File: config.mk
export PLATFORM = sky130hd
export DESIGN_NAME = param_deser_rx
export DESIGN_NICKNAME = d
export VERILOG_FILES = /design/src/rtl/param_deser_rx.sv
export SDC_FILE = /design/constraint.sdc
export NUM_CORES = 1
export LEC_CHECK = 0
export BUFFER_PORTS_ARGS = -buffer_cell sky130_fd_sc_hd__buf_2
export CAP_MARGIN = 20
export CORE_ASPECT_RATIO = 0.8
export CORE_MARGIN = 4
export CORE_UTILIZATION = 56
export DETAILED_ROUTE_END_ITERATION = 10
export PLACE_DENSITY = 0.82
export SYNTH_ARGS = -nofsm -noshare
export SYNTH_HDL_FRONTEND = slang
export SYNTH_SLANG_ARGS = --single-unit
File: constraint.sdc
create_clock -name CLK_pdes -period 7.55 [get_ports CLK_pdes]
set_clock_uncertainty 0.1 [all_clocks]
set_input_delay 1.8875 -clock CLK_pdes [delete_from_list [all_inputs] [get_ports CLK_pdes]]
set_output_delay 1.8875 -clock CLK_pdes [all_outputs]
set_load 0.01 [all_outputs]
File: src/rtl/param_deser_rx.sv
// Deserialiser for the oversampling receiver: captures one voted bit per strobe, supports
// LSB/MSB-first framing with a clamped, per-frame latched length, and reports word plus parity.
module param_deser_rx #(
  parameter int unsigned DATA_MAX = 8,
  parameter int unsigned PRE_W    = 6
) (
  input  logic                CLK_pdes,
  input  logic                RST_pdes,
  input  logic                sample_bit,
  input  logic                deser_en,
  input  logic [PRE_W-1:0]    edge_cnt,
  input  logic [PRE_W-1:0]    prescale,
  input  logic [4:0]          data_len,
  input  logic                msb_first,
  output logic [DATA_MAX-1:0] P_DATA,
  output logic                data_vld,
  output logic                par_calc,
  output logic [4:0]          bit_cnt,
  output logic                busy
);

  localparam logic [4:0] DataMax5 = 5'(DATA_MAX);
  localparam logic [4:0] DataMin5 = 5'd5;

  logic [DATA_MAX-1:0] shift_q, shift_d, shift_new;
  logic [DATA_MAX-1:0] p_data_q, p_data_d;
  logic [4:0]          bit_cnt_q, bit_cnt_d, cnt_inc;
  logic [4:0]          len_q, len_d, len_clamped, cur_len;
  logic                msb_q, msb_d, cur_msb;
  logic                par_run_q, par_run_d, par_next;
  logic                par_calc_q, par_calc_d;
  logic                data_vld_q, data_vld_d;
  logic                busy_q;
  logic                strobe;

  // prescale - 1 wraps in PRE_W bits, so prescale = 0 must be excluded explicitly
  assign strobe = deser_en && (prescale != '0) && (edge_cnt == (prescale - PRE_W'(1)));

  always_comb begin
    len_clamped = data_len;
    if (data_len < DataMin5) begin
      len_clamped = DataMin5;
    end else if (data_len > DataMax5) begin
      len_clamped = DataMax5;
    end
  end

  // Length and order come from the inputs only on the first bit of a frame
  assign cur_len   = (bit_cnt_q == 5'd0) ? len_clamped : len_q;
  assign cur_msb   = (bit_cnt_q == 5'd0) ? msb_first : msb_q;
  assign shift_new = cur_msb ? {shift_q[DATA_MAX-2:0], sample_bit}
                             : {sample_bit, shift_q[DATA_MAX-1:1]};
  assign cnt_inc   = bit_cnt_q + 5'd1;
  assign par_next  = par_run_q ^ sample_bit;

  always_comb begin
    shift_d    = shift_q;
    p_data_d   = p_data_q;
    bit_cnt_d  = bit_cnt_q;
    len_d      = len_q;
    msb_d      = msb_q;
    par_run_d  = par_run_q;
    par_calc_d = par_calc_q;
    data_vld_d = 1'b0;
    if (!deser_en && (bit_cnt_q != 5'd0)) begin
      shift_d   = '0;
      bit_cnt_d = 5'd0;
      par_run_d = 1'b0;
    end else if (strobe) begin
      len_d = cur_len;
      msb_d = cur_msb;
      if (cnt_inc == cur_len) begin
        // LSB-first words sit at the top of the register and must be right-aligned
        p_data_d   = cur_msb ? shift_new : (shift_new >> (DataMax5 - cur_len));
        par_calc_d = par_next;
        data_vld_d = 1'b1;
        shift_d    = '0;
        bit_cnt_d  = 5'd0;
        par_run_d  = 1'b0;
      end else begin
        shift_d   = shift_new;
        bit_cnt_d = cnt_inc;
        par_run_d = par_next;
      end
    end
  end

  always_ff @(posedge CLK_pdes or negedge RST_pdes) begin
    if (!RST_pdes) begin
      shift_q    <= '0;
      p_data_q   <= '0;
      bit_cnt_q  <= 5'd0;
      len_q      <= 5'd0;
      msb_q      <= 1'b0;
      par_run_q  <= 1'b0;
      par_calc_q <= 1'b0;
      data_vld_q <= 1'b0;
      busy_q     <= 1'b0;
    end else begin
      shift_q    <= shift_d;
      p_data_q   <= p_data_d;
      bit_cnt_q  <= bit_cnt_d;
      len_q      <= len_d;
      msb_q      <= msb_d;
      par_run_q  <= par_run_d;
      par_calc_q <= par_calc_d;
      data_vld_q <= data_vld_d;
      busy_q     <= (bit_cnt_d != 5'd0);
    end
  end

  assign P_DATA   = p_data_q;
  assign data_vld = data_vld_q;
  assign par_calc = par_calc_q;
  assign bit_cnt  = bit_cnt_q;
  assign busy     = busy_q;

endmodule

Word-level counts from Yosys, hierarchy flattened. Index checks and enable logic that the tools add are counted.

Add/sub/neg operators: 3. Multipliers: 0. Div/mod/pow operators: 0. $lt $le $gt $ge: 2. Equality and inequality tests: 2. Shifts and indexed selects: 1. Muxes and demuxes: 18. Bitwise operators: 2. Reductions and logical operators: 11.

Operators by type and width (count): $mux W8 (5); $mux W5 (6); $reduce_bool A5 Y1 (2); $shr A8 B5 Y8 (1); $mux W1 (7); $eq A6 B6 Y1 (1); $reduce_bool A6 Y1 (1); $sub A6 B1 Y6 const B (1); $add A5 B1 Y5 const B (1); $eq A5 B5 Y1 (1); $gt A5 B4 Y1 const B (1); $logic_not A5 Y1 (1); $lt A5 B3 Y1 const B (1); $sub A4 B5 Y5 const A (1); $logic_and A1 B1 Y1 (3); $reduce_and A3 Y1 (1); $reduce_and A2 Y1 (1); $reduce_bool A2 Y1 (1); $logic_not A1 Y1 (1); $not A1 Y1 (1); $xor A1 B1 Y1 (1).

Register bits after elaboration: 31. Latch bits: 0. Bits in writable memories: 0. Bits in read-only memories: 0. Bits of input ports: 22. Output and inout bits: 16. Logic and storage cells: 48. Memories kept: 0.

Longest topological paths before layout.
Word-level depth: 9. Depth in mapped cells: 15. Depth with buffers taken out: 14.

Worst setup path before layout. No wires, ideal clock.

Path kind: input -> register. From: input port data_len[2]. To: register p_data_q[7], in the netlist P_DATA[7]. Setup time: 82 ps. Arrival time: 4034 ps. Required time: 7368 ps. Path slack: 3334 ps. Stages on the path: 12. Path buffers: 0. Cells stage by stage: nand2_1 -> o211ai_1 -> nand2_1 -> inv_2 -> ha_1 -> inv_1 -> o21ai_0 -> xor2_1 -> o21ai_1 -> or2_1 -> or4_1 -> a31oi_1.

Word-level cells in the longest chain between the ends: 7. Elaborated cells between the ends (all ways): 10. Those cells by class: 1 x add/sub; 2 x order compare; 1 x eq/ne; 1 x shift; 4 x mux; 1 x reduce/logical.

Ends and longest elaborated chain: start, declared (line 13) `input logic [4:0] data_len,`; $gt A5 B4 Y1 (line 43) `end else if (data_len > DataMax5) begin`; $mux W5 (line 43); $mux W5 (*) (line 41) `if (data_len < DataMin5) begin`; $mux W5 (*) (line 49) `assign cur_len = (bit_cnt_q == 5'd0) ? len_clamped : len_q;`; $sub A4 B5 Y5 (line 74) `p_data_d = cur_msb ? shift_new : (shift_new >> (DataMax5 - cur_len));`; $shr A8 B5 Y8 (line 74); $mux W8 (line 74); end signal, assigned (line 101) `p_data_q <= p_data_d;`; end, declared (line 26) `logic [DATA_MAX-1:0] p_data_q, p_data_d;`.

Mark *: on every way between the ends. The rest lies on a longest branch, timed or not. A chain may end at the register's enable or synchronous reset.

Final worst setup path.
From: input port prescale[0]. To: register busy_q, in the netlist busy.

Word-level cells in the longest chain between the ends: 6. Elaborated cells between the ends (all ways): 8. Those cells by class: 1 x add/sub; 1 x eq/ne; 2 x mux; 4 x reduce/logical.

Ends and longest elaborated chain: start, declared (line 12) `input logic [PRE_W-1:0] prescale,`; $sub A6 B1 Y6 / $reduce_bool A6 Y1 (equally long branches) (line 37) `assign strobe = deser_en && (prescale != '0) && (edge_cnt == (prescale - PRE_W'(1)));`; $eq A6 B6 Y1 / $logic_and A1 B1 Y1 (equally long branches) (line 37); $logic_and A1 B1 Y1 (*) (line 37); $mux W5 (*) (line 69) `end else if (strobe) begin`; $mux W5 (*) (line 65) `if (!deser_en && (bit_cnt_q != 5'd0)) begin`; $reduce_bool A5 Y1 (*) (line 108) `busy_q <= (bit_cnt_d != 5'd0);`; end signal, assigned (line 108); end, declared (line 33) `logic busy_q;`.

Marks and branches as above.

==> flow_summary.json <==
{
  "worstPathArrival_ns": 4.51,
  "outcome": "finished, final reports clean",
  "p_switching_uw": 211,
  "post-dp-hpwl_mm": 3.54,
  "fin_crit_sh_pct": 59.2,
  "timing.final.max_slew_violations": 0,
  "grt_pass1_vias": 1656,
  "setup_viol": 0,
  "hold_path_class": "flop to flop",
  "io_buffers": 37,
  "totalWireLength_mm": 4.79,
  "num-fill-cells": 270,
  "drive_above_1_share_pct": 23.0,
  "cts_hold_buf": 0,
  "syn-cell-area_um2": 2110,
  "clk_pin_slew_ns": 0.06,
  "seqCellArea_um2": 776,
  "grt_usage_pct": 21.4,
  "cts_sinks": 31,
  "antenna_cells": 0,
  "rsz0062_at_grt": "false",
  "p_sw_share_pct": 36.8,
  "peakVddDrop_uv": 150,
  "yosys_register_bits": 31,
  "area_delta_synth_final_pct": 13.9,
  "cpLargestDelayFamily": "simple AND/OR/NAND/NOR gates",
  "path_depth": 10,
  "vias": 1780,
  "tns_ns": 0,
  "initial_core_util_pct": 60.0,
  "yosys.cell_count.top_type": "dfrtp_1",
  "synth_edf_count": 0,
  "drt_first_iter_violations": 108,
  "multi_input_area_um2": 1240,
  "clk_latency_ns": 0.28,
  "viasPerCell": 5.95,
  "gp_congestion": 0.908,
  "die_area_um2": 4820,
  "placed_area_um2": 2310,
  "synthTopCellsByCount": "31 x dfrtp_1, 25 x nand2_1, 13 x mux2i_1",
  "drtPass1Iterations": 4,
  "tightestPinTransition_ns": 0.674,
  "power.internal_uw": 362,
  "htree_levels": 2,
  "cts_made_buffers": 5,
  "p_leak_uw": 0.00112,
  "hold_path_end": "P_DATA[6]",
  "yosysUniqueCellTypes": 53,
  "die_h_um": 62.9,
  "rows": 19,
  "dieWidth_um": 76.7,
  "r2r_start": "bit_cnt[0]",
  "pwr-share-clk_pct": 24.8,
  "path_class": "input pin to flop",
  "grt_max_degree": 32,
  "hold_depth": 1,
  "reg2reg_to": "P_DATA[7]",
  "syn_avg_cell_area_um2": 9.56,
  "yosysTopAreaCell": "dfrtp_1",
  "pwr-share-comb_pct": 39.8,
  "avgRoutedWirePerCell_um": 16.0,
  "drv_cap": 0,
  "crit_top_cell": "nand3_1",
  "netlist_instances": 221,
  "crit_slowest_cell": "or4b_1",
  "crit_start": "prescale[0]",
  "fmax_mhz": 224,
  "async_reset_ff_share_pct": 100,
  "path_cells": "buf_2 > inv_1 > ha_1 > xor2_1 > nand3_1 > nor3_1 > nand3_1 > o21a_1 > a2111oi_0 > or4b_1",
  "yosys_warnings": 0,
  "min_period_ns": 4.47,
  "cp_max_fo": 17,
  "crit_path_end_kind": "flop",
  "design_area_um2": 2410,
  "slowest_delay_ns": 0.48,
  "syn_nets": 248,
  "yosys_most_used_dff": "dfrtp_1",
  "cts_resized": 0,
  "core-area_um2": 3520,
  "overflow": 0,
  "cts_root_buf": "clkbuf_8",
  "cts_setup_buffers": 0,
  "cts_tree": "built",
  "antenna_found_initial": 0,
  "clockBufferDepth": 2,
  "power.density_nw_per_um2": 238,
  "grt_pass1_wl_mm": 8.20,
  "crit_required_ns": 7.59,
  "synth_top_area_share_pct": 36.7,
  "pin_count": 38,
  "seqPwrFrac_pct": 35.4,
  "drc": 0,
  "crit_path_start_kind": "input pin",
  "ant_nets": 0,
  "slew_headroom_pct": 53.8,
  "synth.area.top_cells": "dfrtp_1 37%, mux2i_1 6.2%, nand2_1 4.4%",
  "critPathBufInv": 2,
  "ff2ff_path_depth": 13,
  "min_from": "P_DATA[6]",
  "synth_seq_area_share_pct": 36.7,
  "final_hold_viol_count": 0,
  "reg2reg_slack_ns": 3.81,
  "nNetsFinal": 283
}
-- routing by layer --
metal / global-route usage (%) / part of all wire, % / vias to the layer above
met2: 32.8 / 45 / 55
met3: 5.33 / 6.1 / 8
li1: - / - / 882
met5: 0 / 0 / -
met4: 6.11 / 1.4 / 0
met1: 29.9 / 48 / 835
-- power by group through the flow --
| stage | registers (uW) | clock network, uW | logic (uW) |
|---|---|---|---|
| 6_report | 203 | 142 | 228 |
| 5_1_grt | 206 | 155 | 252 |
| 4_1_cts | 202 | 145 | 227 |
| 3_5_place_dp | 205 | 0 | 225 |
| 3_3_place_gp | 205 | 0 | 219 |
| 2_1_floorplan | 205 | 0 | 171 |
-- state kept, by name, indices dropped and copies added, names as in the netlist --
name       flops
P_DATA         8
shift_q        8
bit_cnt        5
len_q          5
busy           1
data_vld       1
msb_q          1
par_calc       1
par_run_q      1
-- logic make-up after synthesis --
kind of cell | Yosys count | synth area share, %
multiplexers | 21 | 12.6
AND/OR/NAND/NOR | 69 | 17.7
AO/OA/AOI/OAI | 57 | 18.2
XOR/XNOR | 17 | 7.41
flip-flops | 31 | 36.7
adder cells (fa/ha/maj) | 5 | 2.96
buffers and inverters | 21 | 4.38
-- metrics by stage --
| stage | instances | util (%) | setup WS, ns | power, uW | hold slack [ns] |
|---|---|---|---|---|---|
| after floorplan | 221 | - | 3.33 | 376 | 0.355 |
| after global placement | 291 | 65.5 | 2.85 | 424 | 0.371 |
| after detailed placement | 291 | 65.5 | 2.82 | 430 | 0.379 |
| after CTS | 299 | 68.4 | 3.10 | 574 | 0.394 |
| after global routing | 299 | 68.4 | 2.86 | 612 | 0.409 |
| final | 299 | 68.4 | 3.08 | 573 | 0.393 |
-- cells in the final DEF (no fill, tap or decap), types with 2 or more instances in the layout --
cell type and n:
a211oi_1 3, a31oi_1 6, nand2_1 25, ha_1 5, o2bb2ai_1 2, or2_1 3, a2bb2oi_1 2, inv_1 9
inv_2 2, and3_1 2, mux2_2 4, a2111oi_0 2, mux4_2 4, nor3_1 5, o211ai_1 2, buf_2 37
o22ai_1 3, nand3_1 5, o311ai_1 3, o21ai_0 6, xor2_1 9, nor2_1 11, nand2b_1 3, o21ai_1 11
clkbuf_8 7, a21oi_1 4, dfrtp_1 31, a21o_1 3, xnor2_1 7, mux2i_1 13, nor3b_1 2, or4_1 3
o21a_1 4
-- final cells by class --
cell class,instances,area share (%)
well taps,42,2.18
clock buffers,8,4.16
repair buffers,38,8.01
multi-input cells,169,51.7
inverters,11,1.72
flip-flops and latches,31,32.2
-- how the worst max path moves through the flow --
stage / end / slack (ns)
after floorplan: P_DATA[7] / 3.33
after global placement: busy / 2.85
after detailed placement: busy / 2.82
after CTS: busy / 3.10
after global routing: busy / 2.86
final: busy / 3.08
Note: power is estimated with default switching activity, not from simulation.
